File: config.mk
export PLATFORM = sky130hd
export DESIGN_NAME = time_keeper
export DESIGN_NICKNAME = d
export VERILOG_FILES = /design/src/rtl/clock_pkg.sv /design/src/rtl/tick_prescaler.sv /design/src/rtl/time_keeper.sv
export SDC_FILE = /design/constraint.sdc
export NUM_CORES = 1
export LEC_CHECK = 0
export BUFFER_PORTS_ARGS = -buffer_cell sky130_fd_sc_hd__clkbuf_2
export CORE_ASPECT_RATIO = 0.7
export CORE_MARGIN = 5
export CORE_UTILIZATION = 40
export CTS_CLUSTER_SIZE = 24
export DETAILED_ROUTE_END_ITERATION = 8
export GPL_TIMING_DRIVEN = 0
export MAX_ROUTING_LAYER = met4
export PLACE_DENSITY = 0.71
export SETUP_SLACK_MARGIN = 0.5
export SLEW_MARGIN = 15
export SYNTH_ARGS = -nofsm -noshare
export SYNTH_HDL_FRONTEND = slang
export SYNTH_HIERARCHICAL = 1
export SYNTH_SLANG_ARGS = --single-unit
File: constraint.sdc
create_clock -name clk -period 2.5 [get_ports clk]
set_clock_uncertainty 0.15 [all_clocks]
set_input_delay 0.125 -clock clk [delete_from_list [all_inputs] [get_ports clk]]
set_output_delay 0.125 -clock clk [all_outputs]
set_load 0.01 [all_outputs]
File: src/rtl/clock_pkg.sv
// clock_pkg: field widths, range limits and mode encoding shared by the time keeper
package clock_pkg;
  localparam int HR_W = 5;
  localparam int MIN_W = 6;
  localparam int SEC_W = 6;
  localparam logic [HR_W-1:0] MAX_HR = 5'd23;
  localparam logic [MIN_W-1:0] MAX_MIN = 6'd59;
  localparam logic [SEC_W-1:0] MAX_SEC = 6'd59;
  typedef enum logic [1:0] {PAUSE, RUN, SET} state_t;
  function automatic logic [5:0] wrap_inc(input logic [5:0] v, input logic [5:0] max);
    return v == max ? 6'd0 : v + 6'd1;
  endfunction
endpackage

File: src/rtl/tick_prescaler.sv
// tick_prescaler: one-cycle wrap strobe after every CLK_HZ enabled cycles
module tick_prescaler #(
  parameter int CLK_HZ = 100_000_000,
  parameter int CNT_W = 27
) (
  input  logic clk,
  input  logic reset,
  input  logic en,
  input  logic clr,
  output logic tick
);
  logic [CNT_W-1:0] cnt;
  assign tick = en && cnt == CNT_W'(CLK_HZ - 1);
  // count enabled cycles; park at zero while disabled or when a load restarts the second
  always_ff @(posedge clk or negedge reset)
    if (!reset) cnt <= '0;
    else cnt <= (!en || clr || tick) ? '0 : cnt + 1'b1;
endmodule

File: src/rtl/time_keeper.sv
// time_keeper: 24-hour hr/min/sec keeper with 1 Hz prescaler, manual set and bulk load
module time_keeper
  import clock_pkg::*;
#(
  parameter int CLK_HZ = 100_000_000,
  parameter int CNT_W = 27
) (
  input  logic             clk,
  input  logic             reset,
  input  logic             run_en,
  input  logic             set_mode,
  input  logic             inc_hr,
  input  logic             inc_min,
  input  logic             load_valid,
  output logic             load_ready,
  input  logic [HR_W-1:0]  load_hr,
  input  logic [MIN_W-1:0] load_min,
  input  logic [SEC_W-1:0] load_sec,
  output logic             load_err,
  output logic [HR_W-1:0]  hr,
  output logic [MIN_W-1:0] min,
  output logic [SEC_W-1:0] sec,
  output logic             tick_1hz,
  output logic             day_wrap
);
  state_t mode;
  logic wrap, xfer, load_ok, wrap_d;
  logic [HR_W-1:0] hr_d;
  logic [MIN_W-1:0] min_d;
  logic [SEC_W-1:0] sec_d;
  assign xfer = load_valid && load_ready;
  assign load_ok = load_hr <= MAX_HR && load_min <= MAX_MIN && load_sec <= MAX_SEC;
  // mode follows the level inputs every cycle, set_mode winning over run_en
  always_comb mode = set_mode ? SET : run_en ? RUN : PAUSE;
  tick_prescaler #(.CLK_HZ(CLK_HZ), .CNT_W(CNT_W)) u_pre (
    .clk(clk), .reset(reset), .en(mode == RUN), .clr(xfer && load_ok), .tick(wrap)
  );
  // next time: a load beats set-mode increments, which beat the 1 Hz advance
  always_comb begin
    hr_d = hr;
    min_d = min;
    sec_d = sec;
    wrap_d = 1'b0;
    if (xfer) begin
      if (load_ok) begin
        hr_d = load_hr;
        min_d = load_min;
        sec_d = load_sec;
      end
    end else if (mode == SET) begin
      if (inc_hr) hr_d = HR_W'(wrap_inc({1'b0, hr}, {1'b0, MAX_HR}));
      if (inc_min) begin
        min_d = wrap_inc(min, MAX_MIN);
        sec_d = '0;
      end
    end else if (wrap) begin
      sec_d = wrap_inc(sec, MAX_SEC);
      if (sec == MAX_SEC) begin
        min_d = wrap_inc(min, MAX_MIN);
        if (min == MAX_MIN) begin
          hr_d = HR_W'(wrap_inc({1'b0, hr}, {1'b0, MAX_HR}));
          wrap_d = hr == MAX_HR;
        end
      end
    end
  end
  // register time and pulse outputs; ready rises on the first edge out of reset
  always_ff @(posedge clk or negedge reset)
    if (!reset) begin
      hr <= '0;
      min <= '0;
      sec <= '0;
      tick_1hz <= 1'b0;
      day_wrap <= 1'b0;
      load_err <= 1'b0;
      load_ready <= 1'b0;
    end else begin
      hr <= hr_d;
      min <= min_d;
      sec <= sec_d;
      tick_1hz <= wrap;
      day_wrap <= wrap_d;
      load_err <= xfer && !load_ok;
      load_ready <= 1'b1;
    end
endmodule
==> impl_results.md <==
- Leading post-synthesis cells by cell area: dfrtp_1 42%, nand3_1 3.8%, nand2_1 3.3%
- Synth top area share: 41.9%
- Max-slew headroom: 54.8%
- HP Class: primary input to flip-flop
- Io pins: 45
- RePlAce Congestion: 0.889
- VDD IR-drop max: 482 uV
- R2R cell count: 8
- Largest delay share family, worst path: simple AND/OR/NAND/NOR gates
- IO Port Bufs: 44
- Cell Area, Synth: 2870 sq um
- Die H: 80.8 microns
- Min Tclk post-route: 2.40 ns
- Lkg Pwr: 1.58 nW
- Longest Clk Path Bufs: 2
- Final setup fails: 0
- CORE AREA: 6850 sq um
- Total of max-cap violations: 0
- Max Slew Vio Count: 0
- Crit-path slowest cell: dfrtp_1
- Starting Density: 41.8%
- CP Data Required Time: 2.56 ns
- Final wirelength: 8.27 mm
- Gate Count Post-Synth: 307
- Root buffer cell: clkbuf_8
- Tcrit/Tclk final: 96.1%
- Hold Path Cell Cnt: 3
- Row count: 25
- DR vias/cell: 5.83
- Routed Antenna Nets: 0
- RR Endpoint: sec[3]
- Worst EP arrival: 2.47 ns
- CP max FO: 7
- Drt pass-1 iters: 5
- #FFs+latches synth: 48
- CTS H-tree depth: 2
- GRT Total Usage: 19.4%
- Fraction of layout cells with a size suffix above 1: 31.5%
- Via count: 2861
- Synthesis-to-layout area growth: 30.9%
- Count of cell types in the netlist: 61
- Final Hold Fails: 0
- Filler Cell Count: 601
- Buffers plus inverters on the worst setup path: 1
- Worst slew pin tran: 0.677 ns
- Ant. Diodes: 0
- Worst reg2reg path startpoint: u_pre/cnt[21]
- Die width: 111 microns
- Ys flop type: dfrtp_1
- Status: completed
- Die area: 8990 sq um
- Reg-to-reg setup timing slack: 0.1 ns
- Detailed placement HPWL: 5.43 mm
- Mapped Nets: 335
- Worst Hold Launch: load_hr[2]
- Async SR Flop Fraction: 100%
- CP Launch Type: flip-flop
- Drt initial violations: 199
- Clock slew at reported path FFs: 0.09 ns
- Sequential fraction of the synthesis area: 41.9%
- Avg Cell Area, Syn: 9.34 sq um
- Fmax: 416 MHz
- Hold slack: 0.00807 ns
- WHS Endpoint: hr[2]
- Largest stage delay, worst path: 0.44 ns
- Clock latency on the worst-skew pair: 0.30 ns
- GRT overflow: 0
- RSZ-0062 raised after global routing: yes
- TritonCTS Buffers: 5
- CP cell instances: and3_4, nand3_4, buf_8, nor3_4, nor2b_2, nor2_1, or2_2, o22ai_1
- # clock sinks: 48
- Count leader, synth: dfrtp_1
- Worst setup EP type: flip-flop
- First-pass GRT wire length: 13.9 mm
- Post-synth top area cell: dfrtp_1
- Largest net degree at the start of global routing: 49
- Vias in the first global route: 2689
- Crit Path Class: flip-flop to flip-flop
- CTS tree: built
- Synth Warn #: 6
- Fin nets: 425
- Initial antenna violation count: 0
- EDFF count, synth: 0
- DRC Markers: 0
- Utilization after layout: 54.8%
- DR WL/cell: 16.8 microns
- Post-synth top cells: 48 x dfrtp_1, 25 x nand2_1, 23 x nor2_1
- Cell Pwr Density: 533 nW/um^2
tightest hold or removal path: cells and delay by family:
| family | cells | cell delay, ns |
|---|---|---|
| AO/OA/AOI/OAI | 2 | 0.22 |
| buffers and inverters | 1 | 0.08 |
layout by cell type, fill, tap and decap left out, types with 4 or more instances in the layout:
| cell type | n |
|---|---|
| a211oi_1 | 6 |
| a21oi_1 | 17 |
| a22oi_1 | 5 |
| a31oi_1 | 5 |
| and3_1 | 5 |
| buf_2 | 4 |
| buf_4 | 30 |
| clkbuf_2 | 43 |
| clkbuf_8 | 5 |
| dfrtp_1 | 42 |
| dfrtp_2 | 6 |
| dlygate4sd3_1 | 9 |
| inv_1 | 12 |
| nand2_1 | 25 |
| nand3_1 | 21 |
| nand4_1 | 5 |
| nand4_4 | 4 |
| nor2_1 | 23 |
| nor2b_1 | 4 |
| nor3_1 | 7 |
| o211ai_1 | 6 |
| o21ai_0 | 7 |
| o21ai_1 | 8 |
| o22ai_1 | 5 |
| o31ai_1 | 8 |
| or3_1 | 5 |
| or4_1 | 8 |
| xnor2_1 | 7 |
metrics by stage:
stage	cells	setup TNS, ns	power, W	setup WS, ns	instance area (sq um)
after global placement	445	-2.64	0.00150	-0.292	3230
after detailed placement	445	-2.94	0.00151	-0.324	3230
after floorplan	307	0	0.00129	0.140	2890
after CTS	478	0	0.00198	0.103	3610
after global routing	491	-0.0156	0.00212	-0.0156	3750
final	491	0	0.00200	0.0987	3750
layer usage:
metal / global-route usage [%] / vias up / wire, microns
li1: - / 1339 / -
met1: 28.7 / 1392 / 3980
met2: 27.6 / 122 / 3580
met3: 3.28 / 8 / 615
met4: 4.98 / 0 / 93
met5: - / - / 0
layout make-up:
class	instances	area, sq um	share of cell area, %
Buffer	10	76.3	2.03
Clock buffer	6	72.6	1.93
Clock inverter	1	5.00	0.133
Inverter	12	45.0	1.20
Multi-Input combinational cell	237	1690	44.9
Sequential cell	48	1210	32.2
Tap cell	94	118	3.13
Timing Repair Buffer	83	542	14.4
power by group:
group | total (W) | internal (W) | switching (W)
Sequential | 0.00100 | 0.000868 | 0.000132
Combinational | 0.000552 | 0.000251 | 0.000301
Clock | 0.000447 | 0.000191 | 0.000256
Total | 0.00200 | 0.00131 | 0.000690
cell families after synthesis:
group | Yosys count | synth area share [%]
xor gates and xnor gates | 10 | 3.06
muxes | 4 | 1.53
DFF | 48 | 41.9
buffers and inverters | 22 | 3.58
adders and majority gates | 4 | 1.75
AOI/OAI and AO/OA | 84 | 20.9
and+or+nand+nor | 134 | 27.2
other | 1 | 0.131
sequential cells by signal, summed over array words and instances, names as in the netlist:
signal / count
u_pre/cnt: 27
min: 6
sec: 6
hr: 5
day_wrap: 1
load_err: 1
load_ready: 1
tick_1hz: 1
worst max-delay path by stage:
stage,from,to,slack (ns),cells after the start
finish,u_pre/cnt[21],sec[3],0.1,8
global route,u_pre/cnt[21],sec[3],-0.02,8
CTS,u_pre/cnt[9],hr[1],0.10,7
detailed placement,u_pre/cnt[14],hr[1],-0.32,7
global placement,u_pre/cnt[14],hr[0],-0.29,7
floorplan,u_pre/cnt[12],hr[0],0.14,7
repair_timing:
action / 4_1_cts / 5_1_grt
hold buffers: 9 / 0
endpoints found under the hold margin: 56 / 0
pin swaps: 4 / 6
cloned: 0 / 1
resized for setup: 21 / 13
endpoints found under the setup margin: 27 / 30
setup buffers: 17 / 12
(Power assumes the default switching activity.)
